## config.mk

```make
export PLATFORM = sky130hd
export DESIGN_NAME = percept_driver_flat
export DESIGN_NICKNAME = d
export VERILOG_FILES = /design/src/rtl/percept_pkg.sv /design/src/rtl/percept_driver_if.sv /design/src/rtl/percept_deser.sv /design/src/rtl/percept_driver.sv /design/src/flat_wrapper.sv
export SDC_FILE = /design/constraint.sdc
export NUM_CORES = 1
export LEC_CHECK = 0
export ABC_AREA = 1
export CAP_MARGIN = 20
export CORE_UTILIZATION = 40
export CTS_CLUSTER_SIZE = 24
export DETAILED_ROUTE_END_ITERATION = 10
export MAX_ROUTING_LAYER = met4
export PLACE_DENSITY_LB_ADDON = 0.3
export SETUP_SLACK_MARGIN = 0.3
export SLEW_MARGIN = 40
export SYNTH_ARGS = -nofsm -noshare
export SYNTH_HDL_FRONTEND = slang
export SYNTH_SLANG_ARGS = --single-unit
```

## constraint.sdc

```tcl
create_clock -name clk -period 1.5 [get_ports clk]
set_clock_uncertainty 0.1 [all_clocks]
set_input_delay 0.45 -clock clk [delete_from_list [all_inputs] [get_ports clk]]
set_output_delay 0.45 -clock clk [all_outputs]
set_load 0.01 [all_outputs]
```

## src/rtl/percept_pkg.sv

```systemverilog
// Shared definitions for the perceptron driver and the perceptron bench:
// default operand width, command encodings and driver FSM state encodings.
package percept_pkg;

  localparam int SIZE_DEF = 32;

  typedef enum logic [1:0] {
    OP_MAC   = 2'b00,
    OP_FLUSH = 2'b01,
    OP_READ  = 2'b10,
    OP_NOP   = 2'b11
  } op_e;

  typedef enum logic [2:0] {
    IDLE   = 3'd0,
    SHIFT  = 3'd1,
    MAC    = 3'd2,
    RDSH   = 3'd3,
    RDLAST = 3'd4,
    RSP    = 3'd5
  } state_e;

  // Sequence counter width: enough to count the longest phase (4*size cycles).
  function automatic int cnt_w(input int size);
    return $clog2(4 * size + 1);
  endfunction

endpackage

```

## src/rtl/percept_driver_if.sv

```systemverilog
// Command/response handshake bundle between a host and the perceptron driver.
interface percept_driver_if
  import percept_pkg::*;
#(
  parameter int SIZE = SIZE_DEF
);

  logic                  cmd_valid;
  logic                  cmd_ready;
  logic [1:0]            cmd_op;
  logic [SIZE-1:0]       cmd_a;
  logic [SIZE-1:0]       cmd_b;
  logic                  rsp_valid;
  logic                  rsp_ready;
  logic [4*SIZE-1:0]     rsp_data;

  // Host side: issues commands, consumes responses.
  modport master (
    output cmd_valid, cmd_op, cmd_a, cmd_b, rsp_ready,
    input  cmd_ready, rsp_valid, rsp_data
  );

  // Driver side: accepts commands, produces responses.
  modport slave (
    input  cmd_valid, cmd_op, cmd_a, cmd_b, rsp_ready,
    output cmd_ready, rsp_valid, rsp_data
  );

endinterface

```

## src/rtl/percept_deser.sv

```systemverilog
// Readback deserialiser: the perceptron answers each shift_out strobe with a
// registered bit one cycle later, so capture is enabled by a one-cycle delayed
// copy of shift_out and bits are shifted in MSB-first.
module percept_deser #(
  parameter int W = 128
) (
  input  logic         clk,
  input  logic         nRst,
  input  logic         smp_src,
  input  logic         bit_in,
  output logic [W-1:0] data
);

  logic         smp_en_q, smp_en_d;
  logic [W-1:0] data_q, data_d;

  // Delay the sample request and shift the returned bit into the capture word.
  always_comb begin
    smp_en_d = smp_src;
    data_d   = data_q;
    if (smp_en_q) begin
      data_d = {data_q[W-2:0], bit_in};
    end
  end

  // Capture state, cleared asynchronously with the driver.
  always_ff @(posedge clk or negedge nRst) begin
    if (!nRst) begin
      smp_en_q <= 1'b0;
      data_q   <= '0;
    end else begin
      smp_en_q <= smp_en_d;
      data_q   <= data_d;
    end
  end

  assign data = data_q;

endmodule

```

## src/rtl/percept_driver.sv

```systemverilog
// Serial driver for a bit-serial perceptron MAC unit. Turns MAC/FLUSH/READ/NOP
// commands into shift_in / mul_and_acc / shift_out strobe sequences and
// collects the serial accumulator readback into a 4*SIZE-bit response.
module percept_driver
  import percept_pkg::*;
#(
  parameter int SIZE = SIZE_DEF
) (
  input  logic             clk,
  input  logic             nRst,
  percept_driver_if.slave  bus,
  output logic             shift_in,
  output logic             shift_out,
  output logic             mul_and_acc,
  output logic             data_in,
  input  logic             pe_data_out
);

  localparam int OPW = 2 * SIZE;
  localparam int RW  = 4 * SIZE;
  localparam int CW  = cnt_w(SIZE);

  localparam logic [CW-1:0] SH_LAST = CW'(OPW - 1);
  localparam logic [CW-1:0] RD_LAST = CW'(RW - 1);

  state_e           state_q, state_d;
  logic [CW-1:0]    cnt_q, cnt_d;
  logic [OPW-1:0]   opsr_q, opsr_d;
  logic             shift_in_q, shift_in_d;
  logic             shift_out_q, shift_out_d;
  logic             mac_q, mac_d;
  logic             data_in_q, data_in_d;
  logic             rsp_valid_q, rsp_valid_d;
  logic [RW-1:0]    rsp_data_w;

  // Next-state and next-strobe logic; strobes default low so at most one is set.
  always_comb begin
    state_d     = state_q;
    cnt_d       = cnt_q;
    opsr_d      = opsr_q;
    rsp_valid_d = rsp_valid_q;
    shift_in_d  = 1'b0;
    shift_out_d = 1'b0;
    mac_d       = 1'b0;
    data_in_d   = 1'b0;

    unique case (state_q)
      IDLE: begin
        if (bus.cmd_valid) begin
          case (op_e'(bus.cmd_op))
            OP_MAC: begin
              // First bit leaves on acceptance; the register holds the rest.
              state_d    = SHIFT;
              cnt_d      = '0;
              shift_in_d = 1'b1;
              data_in_d  = bus.cmd_a[SIZE-1];
              opsr_d     = {bus.cmd_a, bus.cmd_b} << 1;
            end
            OP_FLUSH: begin
              state_d    = SHIFT;
              cnt_d      = '0;
              shift_in_d = 1'b1;
              data_in_d  = 1'b0;
              opsr_d     = '0;
            end
            OP_READ: begin
              state_d     = RDSH;
              cnt_d       = '0;
              shift_out_d = 1'b1;
            end
            default: begin
              // NOP: accepted, nothing issued.
            end
          endcase
        end
      end
      SHIFT: begin
        if (cnt_q == SH_LAST) begin
          state_d = MAC;
          cnt_d   = '0;
          mac_d   = 1'b1;
        end else begin
          cnt_d      = cnt_q + 1'b1;
          shift_in_d = 1'b1;
          data_in_d  = opsr_q[OPW-1];
          opsr_d     = opsr_q << 1;
        end
      end
      MAC: begin
        state_d = IDLE;
        cnt_d   = '0;
      end
      RDSH: begin
        if (cnt_q == RD_LAST) begin
          state_d = RDLAST;
          cnt_d   = '0;
        end else begin
          cnt_d       = cnt_q + 1'b1;
          shift_out_d = 1'b1;
        end
      end
      RDLAST: begin
        // Last readback bit is captured this cycle; response is ready next.
        state_d     = RSP;
        cnt_d       = '0;
        rsp_valid_d = 1'b1;
      end
      RSP: begin
        if (bus.rsp_ready) begin
          state_d     = IDLE;
          cnt_d       = '0;
          rsp_valid_d = 1'b0;
        end
      end
      default: begin
        state_d = IDLE;
        cnt_d   = '0;
      end
    endcase
  end

  // FSM state, counter, operand shifter and registered outputs.
  always_ff @(posedge clk or negedge nRst) begin
    if (!nRst) begin
      state_q     <= IDLE;
      cnt_q       <= '0;
      opsr_q      <= '0;
      shift_in_q  <= 1'b0;
      shift_out_q <= 1'b0;
      mac_q       <= 1'b0;
      data_in_q   <= 1'b0;
      rsp_valid_q <= 1'b0;
    end else begin
      state_q     <= state_d;
      cnt_q       <= cnt_d;
      opsr_q      <= opsr_d;
      shift_in_q  <= shift_in_d;
      shift_out_q <= shift_out_d;
      mac_q       <= mac_d;
      data_in_q   <= data_in_d;
      rsp_valid_q <= rsp_valid_d;
    end
  end

  percept_deser #(
    .W(RW)
  ) u_deser (
    .clk     (clk),
    .nRst    (nRst),
    .smp_src (shift_out_q),
    .bit_in  (pe_data_out),
    .data    (rsp_data_w)
  );

  assign bus.cmd_ready = (state_q == IDLE);
  assign bus.rsp_valid = rsp_valid_q;
  assign bus.rsp_data  = rsp_data_w;
  assign shift_in      = shift_in_q;
  assign shift_out     = shift_out_q;
  assign mul_and_acc   = mac_q;
  assign data_in       = data_in_q;

endmodule

```

## src/flat_wrapper.sv

```systemverilog
// flat-port wrapper written by rule: the top's interface ports become plain ports
module percept_driver_flat import percept_pkg::*;
#(
  parameter int SIZE = SIZE_DEF
)
  (clk, nRst, shift_in, shift_out, mul_and_acc, data_in, pe_data_out, bus_cmd_valid, bus_cmd_op, bus_cmd_a, bus_cmd_b, bus_rsp_ready, bus_cmd_ready, bus_rsp_valid, bus_rsp_data);
  percept_driver_if #(.SIZE(SIZE)) bus_i ();
  input  logic clk;
  input  logic nRst;
  output logic shift_in;
  output logic shift_out;
  output logic mul_and_acc;
  output logic data_in;
  input  logic pe_data_out;
  input wire logic [$bits(bus_i.cmd_valid)-1:0] bus_cmd_valid;
  input wire logic [$bits(bus_i.cmd_op)-1:0] bus_cmd_op;
  input wire logic [$bits(bus_i.cmd_a)-1:0] bus_cmd_a;
  input wire logic [$bits(bus_i.cmd_b)-1:0] bus_cmd_b;
  input wire logic [$bits(bus_i.rsp_ready)-1:0] bus_rsp_ready;
  output wire logic [$bits(bus_i.cmd_ready)-1:0] bus_cmd_ready;
  output wire logic [$bits(bus_i.rsp_valid)-1:0] bus_rsp_valid;
  output wire logic [$bits(bus_i.rsp_data)-1:0] bus_rsp_data;
  assign bus_i.cmd_valid = bus_cmd_valid;
  assign bus_i.cmd_op = bus_cmd_op;
  assign bus_i.cmd_a = bus_cmd_a;
  assign bus_i.cmd_b = bus_cmd_b;
  assign bus_i.rsp_ready = bus_rsp_ready;
  assign bus_cmd_ready = bus_i.cmd_ready;
  assign bus_rsp_valid = bus_i.rsp_valid;
  assign bus_rsp_data = bus_i.rsp_data;
  percept_driver #(.SIZE(SIZE)) u_core (.clk(clk), .nRst(nRst), .bus(bus_i), .shift_in(shift_in), .shift_out(shift_out), .mul_and_acc(mul_and_acc), .data_in(data_in), .pe_data_out(pe_data_out));
endmodule
```

## Yosys cells after proc, flatten, opt, wreduce, memory -nomap -nowiden

Index checks and enable logic that the tools add are counted.

- Mux-type cells: 32
- Reduce and logical (&&, ||, !) cells: 10
- $add $sub $neg: 1
- Equal/unequal tests: 16

Operator list:

| kind | number |
|---|---|
| $pmux W64 S2 | 2 |
| $mux W64 | 2 |
| $mux W8 | 5 |
| $pmux W8 S4 | 1 |
| $pmux W3 S5 | 1 |
| $mux W1 | 12 |
| $mux W3 | 4 |
| $add A8 B1 Y8 const B | 1 |
| $eq A8 B6 Y1 const B | 1 |
| $eq A8 B7 Y1 const B | 1 |
| $ne A2 B2 Y1 const B | 4 |
| $pmux W1 S2 | 4 |
| $eq A3 B3 Y1 const B | 2 |
| $pmux W3 S2 | 1 |
| $reduce_and A5 Y1 | 1 |
| $ne A2 B1 Y1 const B | 2 |
| $reduce_and A4 Y1 | 1 |
| $reduce_bool A2 Y1 | 2 |
| $eq A3 B1 Y1 const B | 1 |
| $eq A3 B2 Y1 const B | 1 |
| $logic_not A3 Y1 | 1 |
| $ne A3 B1 Y1 const B | 1 |
| $ne A3 B2 Y1 const B | 1 |
| $reduce_and A3 Y1 | 1 |
| 6 further kinds | 6 |

- Output and inout port bits: 134
- Flip-flop bits (word level): 209

## Longest topological paths before layout

Gate-level depths: netlist of the first run.

- Word-level depth: 5
- Gate-level depth with buffers: 10
- Gate-level depth less buffers: 9

## Modules after synthesis

Synthesis of the first run repeated with hierarchy kept, for this count alone.

- Cells, all modules: 1133
- Area, all modules: 9057.4 um2

Modules (own cells, without submodules):

| module | seq. area each (um2) | cells each | area each (um2) | instances |
|---|---|---|---|---|
| percept_deser | 3228.1 | 542 | 4984.8 | 1 |
| percept_driver | 1976.9 | 591 | 4072.7 | 1 |

## Worst setup path before layout of the first run

Ideal clock, no wire load.

- Kind: reg-to-reg
- Start: register u_core.cnt_q[0]
- End: register u_core.opsr_q[10]
- Period minus slack after synthesis: 1.578 ns
- Arrival: 1.361 ns
- Stages on the path, launching flop included: 11
- Required time: 1.283 ns
- Buffers on the path: 2
- Library setup time: 0.117 ns
- Path slack: -0.078 ns
- Cells stage by stage: dfrtp_1 ha_1 nand2_1 inv_1 nand3_4 nand2_4 nand2_1 buf_6 buf_6 nand2_1 nand2_1

- Cells in the longest elaborated chain, start to end: 3

RTL lines:

| item | RTL line | source |
|---|---|---|
| start, declared | percept_driver.sv:27 | `logic [CW-1:0] cnt_q, cnt_d;` |
| start signal, assigned | percept_driver.sv:135 | `cnt_q <= cnt_d;` |
| $eq A8 B6 Y1 | percept_driver.sv:78 | `if (cnt_q == SH_LAST) begin` |
| $ne A2 B2 Y1 (no source line) | - |  |
| $reduce_and A4 Y1 (no source line) | - |  |
| end signal, assigned | percept_driver.sv:136 | `opsr_q <= opsr_d;` |
| end, declared | percept_driver.sv:28 | `logic [OPW-1:0] opsr_q, opsr_d;` |

Every way passes these cells.
A chain may end at the register's enable or synchronous reset.

## Worst setup path in the final report of the first run

- Start: register u_core.state_q[0]
- End: register u_core.opsr_q[12]

- Cells in the longest elaborated chain, start to end: 3

RTL lines:

| item | RTL line | source |
|---|---|---|
| start, declared | percept_driver.sv:26 | `state_e state_q, state_d;` |
| start signal, assigned | percept_driver.sv:134 | `state_q <= state_d;` |
| $eq A3 B1 Y1 / $logic_not A3 Y1 (equally long branches) | percept_driver.sv:47 | `unique case (state_q)` |
| $ne A2 B2 Y1 (no source line), or another cell as far along | - |  |
| $reduce_and A4 Y1 (no source line) | - |  |

Parallel ways exist; a longest one is shown, timed or not.

==> impl_metrics.yaml, run 1 <==
outcome:
  status: "finished with violations"
  violations: "setup timing"
global_routing:
  grt_usage: 0.232
  grt_max_degree: 69
  grt_antenna_before_repair: 1
  gr-total-overflow: 0
  grt_pass1_vias: 8049
  grt_pass1_wl_um: 40600
route:
  avgViaCountPerCell: 5.25
  remaining_drc_errors: 0
  wl_per_cell_um: 19.0
  drt.antenna.violating_nets: 0
  first_iter_violations: 553
  wl_um: 34200
  num_vias: 9431
  drt_first_pass_iters: 5
pwr:
  leakagePower_nw: 8.15
  peakVddDrop_uv: 902
  p_per_area_mw_per_mm2: 2460
  power.total_mw: 39.7
synth:
  async_reset_ff_frac: 1.00
  ys_seq_area_frac: 0.583
  syn_inst: 1075
  ys_types: 25
  syn_area_mm2: 0.00893
  ys.warnings.count: 0
  synth_edf_count: 0
  synth_flop_cell: "dfrtp_1"
  syn_nets: 1147
  syn_area_per_cell_um2: 8.31
  synth_seq_cells: 208
timing:
  min_period_ns: 1.84
  worst_slew_pin_slew_ns: 0.406
  setup_ws_ns: -0.336
  fin_setup_tns_ns: -29.16
  rsz0062_at_grt: "yes"
  setup_viol: 211
  final_max_slew_viol_count: 0
  timing.hold.ws_ns: 0.303
  hold_violations: 0
  slew_headroom: 0.729
  fmax_ghz: 0.545
  period_share: 1.22
placement:
  port_buffers: 204
  place_congestion: 0.818
  placedCellCount: 1581
  hpwl_um: 15000
  dpl_cell_area_mm2: 0.0119
job:
  maxCapViolCount: 0
worst_setup_path:
  cp.required_ns: 1.84
  reg2reg_to: "u_core.opsr_q[12]$_DFFE_PN0P_"
  cp_max_fo: 8
  cp-end-kind: "flip-flop"
  path_class: "reg2reg"
  r2r_cells: 13
  crit_top_cell: "buf_12"
  critPathArrivalTime_ns: 2.18
  r2r_slack_ns: -0.34
  cpPeakStageDelay_ns: 0.40
  reg2reg_from: "u_core.state_q[0]$_DFFE_PN0P_"
  cp_top_family: "buffers and inverters"
  critPathSlowestCell: "dfrtp_1"
  worst-path-buf-inv: 7
  cp_cell_sequence: "nor2_2 -> nand2_2 -> inv_2 -> buf_6 -> buf_6 -> nand3_4 -> buf_12 -> nand2_8 -> buf_12 -> buf_12 -> buf_16 -> nand2_1 -> nand2_1"
  start_kind: "flip-flop"
clock_network:
  ctsHtreeMaxLevel: 1
  path_clk_slew_ns: 0.07
  clock_sinks: 208
  clk_path_buf_depth: 3
  tritoncts: "built"
  clockRootBuffer: "clkbuf_16"
  clk_latency_ns: 0.50
  cts_buffers: 23
min_path:
  hp-start: "u_core.shift_out$_DFF_PN0_"
  hold_depth: 0
  hold_end: "u_core.u_deser.smp_en_q$_DFF_PN0_"
  hold_path.class: "reg2reg"
floorplan:
  core_area_mm2: 0.0218
  rows: 54
  die_area_mm2: 0.0229
  boundaryPins: 205
  die_h_um: 151
  die_w_um: 151
  start_util: 0.409
cells_and_area:
  stdcell_area_mm2: 0.0161
  drive_above_1_share: 0.466
  stdcell_count: 1798
  nNetsFinal: 1575
  area_growth_pct: 80.7
-- flip-flops by register name, summed over array words and instances, names as in the netlist --
| signal | count |
|---|---|
| u_core.bus.rsp_valid | 1 |
| u_core.cnt_q | 8 |
| u_core.data_in | 1 |
| u_core.mul_and_acc | 1 |
| u_core.opsr_q | 63 |
| u_core.shift_in | 1 |
| u_core.shift_out | 1 |
| u_core.state_q | 3 |
| u_core.u_deser.data | 128 |
| u_core.u_deser.smp_en_q | 1 |
-- through the flow --
| stage | utilization | setup WS [ns] |
|---|---|---|
| after CTS | 0.629 | -0.337 |
| final | 0.739 | -0.336 |
| after global routing | 0.739 | -0.422 |
| after global placement | 0.543 | -0.355 |
| after detailed placement | 0.543 | -0.419 |
| after floorplan | - | -0.0134 |
-- layout make-up --
type | instances | area (µm²)
antenna | 1 | 2.50
clock inverter | 12 | 190
timing repair buffer | 464 | 5020
fill | 1322 | 5690
sequential | 208 | 5210
inverter | 84 | 338
multi-input combinational | 722 | 4400
clock buffer | 27 | 621
tap | 280 | 350
-- worst max path at each step --
| stage | from | endpoint | slack (ns) | cells past startpoint |
|---|---|---|---|---|
| finish | u_core.state_q[0]$_DFFE_PN0P_ | u_core.opsr_q[12]$_DFFE_PN0P_ | -0.34 | 13 |
| floorplan | u_core.cnt_q[0]$_DFFE_PN0P_ | u_core.opsr_q[10]$_DFFE_PN0P_ | -0.01 | 10 |
| detailed placement | bus_cmd_op[1] | u_core.opsr_q[63]$_DFFE_PN0P_ | -0.42 | 10 |
| CTS | u_core.state_q[0]$_DFFE_PN0P_ | bus_cmd_ready | -0.34 | 4 |
| global route | u_core.state_q[1]$_DFFE_PN0P_ | u_core.opsr_q[53]$_DFFE_PN0P_ | -0.42 | 13 |
| global placement | bus_cmd_op[1] | u_core.opsr_q[63]$_DFFE_PN0P_ | -0.35 | 10 |
-- report_power, final --
group | switching, mW | leakage [nW] | internal (mW)
combinational | 11.7 | 5.20 | 11.8
sequential | 1.86 | 2.55 | 8.26
clock | 2.36 | 0.397 | 3.80
total | 15.9 | 8.15 | 23.8
-- layout by cell type, fill, tap and decap left out, types with 6 or more instances in the layout --
master / count
o21ai_2: 23
clkdlybuf4s50_1: 69
nand2_1: 300
o21ai_0: 28
buf_2: 85
buf_4: 155
nand3_1: 33
nand2_4: 45
inv_2: 6
nand4_1: 7
dfrtp_1: 207
nor2_4: 41
inv_1: 74
buf_6: 74
nand2_2: 65
nor2_1: 36
nand3_2: 45
a21oi_1: 31
buf_16: 26
clkbuf_16: 47
o21ai_1: 20
a21oi_2: 32
buf_12: 23
-- cells in the mapped netlist (2+ instances only) --
master    count  share of area
nor2_1       75          0.032
nand4_1       7         0.0049
o21ai_0      70          0.039
nand2_1     410           0.17
buf_4         6         0.0050
dfrtp_1     208           0.58
nand3_4       2         0.0039
buf_6         6         0.0076
inv_1        78          0.033
nand2_2       2         0.0014
nor2_4        2         0.0025
mux2_2        2         0.0025
buf_1         3         0.0013
inv_2         6         0.0025
a21oi_1      63          0.035
xor2_1        2         0.0020
clkbuf_1     31          0.013
nor2_2        2         0.0014
nand3_1      80          0.045
buf_2        15         0.0084
-- routing by layer --
metal  global-route usage  vias to the layer above  routed length (µm)
li1                     -                     4246                   -
met1                0.300                     4594               13100
met2                0.371                      487               17200
met3               0.0373                      104                2660
met4               0.0760                        0                1320
met5                    -                        -                   0
-- cells by family after synthesis --
logic type | count (synthesis) | share of synthesized area
fa+ha+maj | 1 | 0.00140
compound gates | 135 | 0.0758
simple gates | 582 | 0.265
xor+xnor | 2 | 0.00196
flops | 208 | 0.583
buf+inv | 145 | 0.0706
mux | 2 | 0.00252
-- what timing repair did --
action,CTS,global route
resized for setup,655,389
hold buffers,1,0
gates cloned,21,32
hold endpoints to repair,29,0
setup buffers,78,45
endpoints found under the setup margin,289,289
pin swaps,12,131
No activity file was read; power rests on OpenSTA's default activity.
==> inputs of run 2 (changes only) <==
Settings changed: CAP_MARGIN 20 to 5.
==> results of run 2 <==
Same layout as run 1: the final DEF is identical, and so are final timing and power.
